==> src/rtl/bit_reversal_stream_if.sv <==
// Valid/ready stream bundle for bit_reversal_stream.
// Optional out_parity exists only when BIT_REVERSAL_STREAM_PARITY_EN is defined.
interface bit_reversal_stream_if #(
  parameter int unsigned DATA_SIZE = 32,
  parameter int unsigned CNT_W     = 2
);
  logic                 in_valid;
  logic                 in_ready;
  logic [DATA_SIZE-1:0] in_data;
  logic [1:0]           in_rev_type;
  logic                 out_valid;
  logic                 out_ready;
  logic [DATA_SIZE-1:0] out_data;
  logic [CNT_W-1:0]     level;
`ifdef BIT_REVERSAL_STREAM_PARITY_EN
  logic                 out_parity;

  modport master (
    output in_valid, in_data, in_rev_type, out_ready,
    input  in_ready, out_valid, out_data, level, out_parity
  );

  modport slave (
    input  in_valid, in_data, in_rev_type, out_ready,
    output in_ready, out_valid, out_data, level, out_parity
  );
`else
  modport master (
    output in_valid, in_data, in_rev_type, out_ready,
    input  in_ready, out_valid, out_data, level
  );

  modport slave (
    input  in_valid, in_data, in_rev_type, out_ready,
    output in_ready, out_valid, out_data, level
  );
`endif
endinterface

==> src/rtl/bit_reversal_stream.sv <==
// Streaming bit-reflection unit: reflects each accepted word (identity, per-byte,
// per-halfword or full-word reversal) and buffers it in a DEPTH-entry FIFO.
// Optional feature macro: BIT_REVERSAL_STREAM_PARITY_EN stores and presents the
// XOR-reduce of each reflected word on out_parity.
module bit_reversal_stream #(
  parameter int unsigned DATA_SIZE = 32,
  parameter int unsigned DEPTH     = 2,
  parameter int unsigned CNT_W     = 2
) (
  input  logic clk,
  input  logic rst,
  bit_reversal_stream_if.slave bus
);

  localparam int unsigned PTR_W = (DEPTH > 1) ? $clog2(DEPTH) : 1;
`ifdef BIT_REVERSAL_STREAM_PARITY_EN
  localparam int unsigned STORE_W = DATA_SIZE + 1;
`else
  localparam int unsigned STORE_W = DATA_SIZE;
`endif

  if (CNT_W != $clog2(DEPTH) + 1) begin : g_bad_cnt_w
    $error("CNT_W must equal log2(DEPTH)+1");
  end
  if ((DATA_SIZE < 16) || (DATA_SIZE % 16 != 0)) begin : g_bad_data_size
    $error("DATA_SIZE must be a multiple of 16, minimum 16");
  end

  logic [STORE_W-1:0]   mem [DEPTH];
  logic [PTR_W-1:0]     wr_ptr, wr_ptr_nxt;
  logic [PTR_W-1:0]     rd_ptr, rd_ptr_nxt;
  logic [CNT_W-1:0]     level_q, level_nxt;
  logic                 in_ready_q, in_ready_nxt;
  logic                 out_valid_q, out_valid_nxt;
  logic                 push, pop;
  logic [DATA_SIZE-1:0] reflected;
  logic [STORE_W-1:0]   wr_word;

  assign push = bus.in_valid & in_ready_q;
  assign pop  = out_valid_q & bus.out_ready;

  // Reflect the incoming word according to this beat's mode
  always_comb begin
    reflected = '0;
    for (int i = 0; i < int'(DATA_SIZE); i++) begin
      case (bus.in_rev_type)
        2'd1:    reflected[i] = bus.in_data[(i / 8) * 8 + 7 - (i % 8)];
        2'd2:    reflected[i] = bus.in_data[(i / 16) * 16 + 15 - (i % 16)];
        2'd3:    reflected[i] = bus.in_data[int'(DATA_SIZE) - 1 - i];
        default: reflected[i] = bus.in_data[i];
      endcase
    end
`ifdef BIT_REVERSAL_STREAM_PARITY_EN
    wr_word = {^reflected, reflected};
`else
    wr_word = reflected;
`endif
  end

  // Next pointer/level and flag values from this cycle's push/pop
  always_comb begin
    wr_ptr_nxt = wr_ptr;
    rd_ptr_nxt = rd_ptr;
    level_nxt  = level_q;
    if (push) wr_ptr_nxt = wr_ptr + PTR_W'(1);
    if (pop)  rd_ptr_nxt = rd_ptr + PTR_W'(1);
    case ({push, pop})
      2'b10:   level_nxt = level_q + CNT_W'(1);
      2'b01:   level_nxt = level_q - CNT_W'(1);
      default: level_nxt = level_q;
    endcase
    in_ready_nxt  = (level_nxt != CNT_W'(DEPTH));
    out_valid_nxt = (level_nxt != '0);
  end

  // Control state: pointers, level and the handshake flags derived from it
  always_ff @(posedge clk) begin
    if (rst) begin
      wr_ptr      <= '0;
      rd_ptr      <= '0;
      level_q     <= '0;
      in_ready_q  <= 1'b1;
      out_valid_q <= 1'b0;
    end else begin
      wr_ptr      <= wr_ptr_nxt;
      rd_ptr      <= rd_ptr_nxt;
      level_q     <= level_nxt;
      in_ready_q  <= in_ready_nxt;
      out_valid_q <= out_valid_nxt;
    end
  end

  // Storage write; contents are not reset and a beat during reset is dropped
  always_ff @(posedge clk) begin
    if (push && !rst) begin
      mem[wr_ptr] <= wr_word;
    end
  end

  assign bus.in_ready  = in_ready_q;
  assign bus.out_valid = out_valid_q;
  assign bus.level     = level_q;
  assign bus.out_data  = mem[rd_ptr][DATA_SIZE-1:0];
`ifdef BIT_REVERSAL_STREAM_PARITY_EN
  assign bus.out_parity = mem[rd_ptr][DATA_SIZE];
`endif

endmodule

==> src/flat_wrapper.sv <==
// flat-port wrapper written by rule: the top's interface ports become plain ports
module bit_reversal_stream_flat 
#(
  parameter int unsigned DATA_SIZE = 32,
  parameter int unsigned DEPTH     = 2,
  parameter int unsigned CNT_W     = 2
)
  (clk, rst, bus_in_valid, bus_in_data, bus_in_rev_type, bus_out_ready, bus_in_ready, bus_out_valid, bus_out_data, bus_level);
  bit_reversal_stream_if #(.DATA_SIZE(DATA_SIZE), .CNT_W(CNT_W)) bus_i ();
  input  logic clk;
  input  logic rst;
  input wire logic [$bits(bus_i.in_valid)-1:0] bus_in_valid;
  input wire logic [$bits(bus_i.in_data)-1:0] bus_in_data;
  input wire logic [$bits(bus_i.in_rev_type)-1:0] bus_in_rev_type;
  input wire logic [$bits(bus_i.out_ready)-1:0] bus_out_ready;
  output wire logic [$bits(bus_i.in_ready)-1:0] bus_in_ready;
  output wire logic [$bits(bus_i.out_valid)-1:0] bus_out_valid;
  output wire logic [$bits(bus_i.out_data)-1:0] bus_out_data;
  output wire logic [$bits(bus_i.level)-1:0] bus_level;
  assign bus_i.in_valid = bus_in_valid;
  assign bus_i.in_data = bus_in_data;
  assign bus_i.in_rev_type = bus_in_rev_type;
  assign bus_i.out_ready = bus_out_ready;
  assign bus_in_ready = bus_i.in_ready;
  assign bus_out_valid = bus_i.out_valid;
  assign bus_out_data = bus_i.out_data;
  assign bus_level = bus_i.level;
  bit_reversal_stream #(.DATA_SIZE(DATA_SIZE), .DEPTH(DEPTH), .CNT_W(CNT_W)) u_core (.clk(clk), .rst(rst), .bus(bus_i));
endmodule
==> config.mk <==
export PLATFORM = sky130hd
export DESIGN_NAME = bit_reversal_stream_flat
export DESIGN_NICKNAME = d
export VERILOG_FILES = /design/src/rtl/bit_reversal_stream_if.sv /design/src/rtl/bit_reversal_stream.sv /design/src/flat_wrapper.sv
export SDC_FILE = /design/constraint.sdc
export NUM_CORES = 1
export LEC_CHECK = 0
export BUFFER_PORTS_ARGS = -buffer_cell sky130_fd_sc_hd__buf_4
export CAP_MARGIN = 40
export CORE_MARGIN = 1
export CORE_UTILIZATION = 59
export DETAILED_ROUTE_END_ITERATION = 10
export GPL_ROUTABILITY_DRIVEN = 0
export HOLD_SLACK_MARGIN = 0.12
export PLACE_DENSITY = 0.92
export SYNTH_ARGS = -nofsm -noshare
export SYNTH_HDL_FRONTEND = slang
export SYNTH_SLANG_ARGS = --single-unit
==> constraint.sdc <==
create_clock -name clk -period 8 [get_ports clk]
set_input_delay 0.4 -clock clk [delete_from_list [all_inputs] [get_ports clk]]
set_output_delay 0.4 -clock clk [all_outputs]
set_load 0.01 [all_outputs]
# Word level (Yosys, flattened, before mapping)
# Memory sizes are Yosys's and may differ from the RTL's. A register that Yosys moved wholly into a read port is not among the register bits.
# Cells that the tools add are included.
# totals
regBits	6
ramBits	64
inputBits	38
out_inout_bits	36
n_memories	1
# memory_table
memory	depth	word_bits	rd	rd_clocked_by_memory_dff	wr	line	rtl
u_core.mem	2	32	1	1	1	bit_reversal_stream.sv:29	logic [STORE_W-1:0] mem [DEPTH];
# op_classes
add_sub_neg	4
n_eq_ne	6
muxes	37
n_bitwise	2
reduce_logical	3
# op_table
cell	n
1-bit case mux with 3 select lines	32
2-bit equality test, second input constant	3
2-bit by 1-bit equality test with 1-bit output, second input constant	2
1-bit 2-to-1 mux	4
2-bit case mux with 2 select lines	1
1-bit adder, second input constant	2
2-bit by 1-bit adder with 2-bit output, second input constant	1
1-bit AND	2
2-bit != test, second input constant	1
2-bit nonzero test	1
2-bit by 1-bit subtractor with 2-bit output, second input constant	1
1-bit logical AND	1
1-bit zero test	1

# Logic depth before layout (Yosys ltp)
# depth
word_depth	4
mapped_depth	5
depth_no_buf	5

# Least setup slack after synthesis
# Ideal clock, no wire load.
# synth_path
path_type	in2reg
startpoint	input port rst
endpoint	memory u_core.mem[1][0] in the netlist's numbering (enable)
setup_ns	0.468
arrival_time_ns	2.999
required_time_ns	7.532
slack_ns	4.533
path_stages	2
n_path_buf	1
cell_sequence	clkbuf_1 > nor3b_1
# synth_between
elab_chain_cells	4
# synth_rtl
item	line	rtl
from (decl)	flat_wrapper.sv:11	input logic rst;
1-bit zero test	bit_reversal_stream.sv:95	if (push && !rst) begin
1-bit logical AND	bit_reversal_stream.sv:95	
1-bit 2-to-1 mux	bit_reversal_stream.sv:95	
1-bit 2-to-1 mux (not written as such)	bit_reversal_stream.sv:96	mem[wr_ptr] <= wr_word;
to (decl)	bit_reversal_stream.sv:29	
# No other way between the ends.

==> flow_metrics.py <==
metrics = {
    "critical_path": {
        "r2r-start": "u_core.bus.out_valid$_SDFF_PP0_",
        "crit_slowest_cell": "mux2_2",
        "path_delay_family": "buffers and inverters",
        "crit_buf_inv": 2,
        "critPathArrivalTime_ps": 1590,
        "worst-path-max-fanout": 32,
        "ff2ff_path_depth": 5,
        "cp-start-kind": "flip-flop",
        "r2r-end": "u_core.bus.in_ready$_SDFF_PP1_",
        "required_ps": 7600,
        "max_stage_delay_ps": 410,
        "path_common_cell": "buf_4",
        "path_class": "reg -> out",
        "r2r_setup_slack_ps": 6490,
        "endpoint_kind": "output pin",
        "path_cells": "buf_4 -> mux2_2 -> buf_4",
    },
    "sta": {
        "fin_crit_sh": 0.249,
        "tightest_slew_ps": 437,
        "max-slew-margin-rel": 0.709,
        "worst_slack_ps": 6010,
        "tns_ps": 0,
        "timing.fmax_mhz": 502,
        "min_period_ps": 1990,
        "fin_worst_skew_ps": 11.6,
        "slew_violations": 0,
        "finalSetupViolCount": 0,
        "rsz0062_at_grt": "no",
        "final_hold_viol_count": 0,
    },
    "global_routing": {
        "grt_pass1_vias": 1980,
        "grt_max_degree": 33,
        "grt_usage": 0.220,
        "grt_pass1_wl_mm": 9.88,
        "antenna_found_initial": 0,
        "overflow": 0,
    },
    "logic_synthesis": {
        "synth_mux_area_frac": 0.340,
        "ys_types": 25,
        "syn_nets": 211,
        "ys_top_cells_by_count": "64 x edfxtp_1, 30 x mux2_2, 28 x mux4_1",
        "synth_seq_area_share": 0.590,
        "synthCells": 172,
        "synthSimpleGateAreaFrac": 0.0190,
        "syn_area_per_cell_um2": 20.3,
        "async_reset_ff_frac": 0,
        "synth_ff_type": "edfxtp_1",
        "ys_top_cells_by_area": "edfxtp_1 55%, mux4_1 21%, mux2_2 9.7%",
        "synth_top_area_frac": 0.550,
        "ys_ff_latch": 71,
        "yosysMostFrequentCell": "edfxtp_1",
        "synth_edf_count": 64,
        "synth_fa_ha_area_frac": 0.00358,
        "synth_top_family_by_area": "multiplexers",
        "synth_compound_area_frac": 0.00716,
        "yosys.area.top_type": "edfxtp_1",
        "synthXorXnorAreaFrac": 0.0125,
        "syn-cell-area_um2": 3490,
        "synth_warnings": 0,
    },
    "layout": {
        "areaGrowthSynthToFinish_pct": 21.7,
        "antenna_cells": 0,
        "drive_gt1_frac": 0.510,
        "num-nets-final": 285,
        "fin_area_um2": 4250,
    },
    "floorplan": {
        "die_w_um": 78.9,
        "fp.dieH_um": 78.9,
        "start_util": 0.623,
        "row_count": 27,
        "coreArea_um2": 5610,
        "num_io_pins": 74,
        "dieArea_um2": 6230,
    },
    "min_path": {
        "worstHoldStart": "rst",
        "hold_path.class": "in -> reg",
        "hold_depth": 2,
    },
    "cts": {
        "cts_tree": "yes",
        "htreeDepth": 3,
        "cts_hold_buf": 0,
        "clock_path_buffers": 2,
        "clk_pin_slew_ps": 80,
        "clk_latency_ps": 340,
        "cts_resized": 0,
        "clock-sinks": 71,
        "cts-root-buf": "clkbuf_8",
        "post_cts_buffers": 0,
        "numCtsBuffers": 9,
    },
    "power_and_ir_drop": {
        "p_leak_nw": 1.62,
        "internal-power_w": 0.000686,
        "power_frac_comb": 0.227,
        "seqPwrFrac": 0.493,
        "clockPowerShare": 0.280,
        "vdd_drop_max_v": 0.000123,
        "power_density_nw_per_um2": 218,
        "power_switching_w": 0.000241,
        "switching_share": 0.260,
    },
    "detailed_routing": {
        "routed-via-count": 1962,
        "drt_iter0_markers": 120,
        "wire_per_inst_um": 19.6,
        "via_per_inst": 6.07,
        "firstDrtPassIters": 4,
        "drc": 0,
        "wirelength_mm": 6.34,
        "postRouteAntennaNets": 0,
    },
    "placement": {
        "place_ws_ps": 6270,
        "placed_cell_area_um2": 4070,
        "io_buffers": 73,
        "dp_hpwl_mm": 4.31,
    },
    "job": {
        "maxCapViolCount": 0,
    },
    "outcome": {
        "status": "finished, final reports clean",
    },
}
## worst max-delay path by stage
| stage | depth (start not counted) | from | slack [ps] | end |
|---|---|---|---|---|
| 2_1_floorplan | 2 | rst | 4530 | u_core.mem[1][0]$_DFFE_PP_ |
| 3_3_place_gp | 2 | bus_in_rev_type[0] | 6310 | u_core.mem[0][12]$_DFFE_PP_ |
| 3_5_place_dp | 2 | bus_in_rev_type[0] | 6270 | u_core.mem[0][13]$_DFFE_PP_ |
| 4_1_cts | 3 | flip-flop | 5990 | bus_out_data[11] |
| 5_1_grt | 3 | flip-flop | 5950 | bus_out_data[11] |
| 6_report | 3 | flip-flop | 6010 | bus_out_data[11] |
## kinds of logic (layout without fill, tap and decap cells)
group | Yosys count | count (layout)
muxes | 64 | 64
xor gates and xnor gates | 5 | 5
and+or+nand+nor | 13 | 13
AOI/OAI and AO/OA | 4 | 4
DFF | 71 | 71
adders and majority gates | 1 | 1
buffers and inverters | 14 | 93
## metal layers
metal / part of all wire / wire length [um] / track usage
met3: 0.036 / 228 / 0.0414
met4: 0.018 / 113 / 0.105
met1: 0.39 / 2490 / 0.260
met5: 0 / 0 / 0
met2: 0.55 / 3520 / 0.388
## cells in the final DEF (no fill, tap or decap), drive strengths merged
cell type,n
nand2b,1
dfxtp,7
nand2,2
xnor2,2
xor2,3
mux2,32
buf,76
nor3b,1
o21ai,1
mux4,32
or2b,1
edfxtp,64
nor3,2
inv,4
a21oi,1
clkbuf,11
ha,1
clkinv,2
and2,1
nor2,4
a311oi,1
or3,1
o22ai,1
## sequential cells by signal (all words and copies together), names as in the netlist, named ones only
name and cells:
u_core.rd_ptr 1, u_core.bus.in_ready 1, u_core.bus.out_valid 1, u_core.mem 64, u_core.bus.level 2, u_core.wr_ptr 1
## area by class of cell
| class | instances | area [um2] |
|---|---|---|
| inverters | 1 | 3.75 |
| repair buffers | 76 | 571 |
| flip-flops and latches | 71 | 2060 |
| fillers | 328 | 1360 |
| well taps | 72 | 90.1 |
| multi-input cells | 87 | 1340 |
| clock inverters | 5 | 28.8 |
| clock buffers | 11 | 151 |
## worst register-to-register path: cells and delay by family, from the launching register on
| family | cells | cell delay, ps |
|---|---|---|
| AO/OA/AOI/OAI | 1 | 190 |
| adder cells (fa/ha/maj) | 1 | 380 |
| flip-flops | 1 | 320 |
| AND/OR/NAND/NOR | 3 | 520 |
## per-stage QoR
step | instances | total power, W | hold slack, ps | util
floorplan | 172 | 0.000590 | 481 | -
global placement | 307 | 0.000667 | 496 | 0.726
detailed placement | 307 | 0.000677 | 522 | 0.726
CTS | 323 | 0.000933 | 282 | 0.758
global route | 323 | 0.000961 | 296 | 0.758
finish | 323 | 0.000927 | 293 | 0.758
## power groups by stage
| stage | clock (W) | combinational (W) | sequential (W) |
|---|---|---|---|
| 3_3_place_gp | 0 | 0.000205 | 0.000462 |
| 4_1_cts | 0.000263 | 0.000213 | 0.000457 |
| 5_1_grt | 0.000277 | 0.000225 | 0.000459 |
| 3_5_place_dp | 0 | 0.000212 | 0.000465 |
| 6_report | 0.000260 | 0.000210 | 0.000457 |
| 2_1_floorplan | 0 | 0.000125 | 0.000465 |
Note: power is estimated with default switching activity, not from simulation.
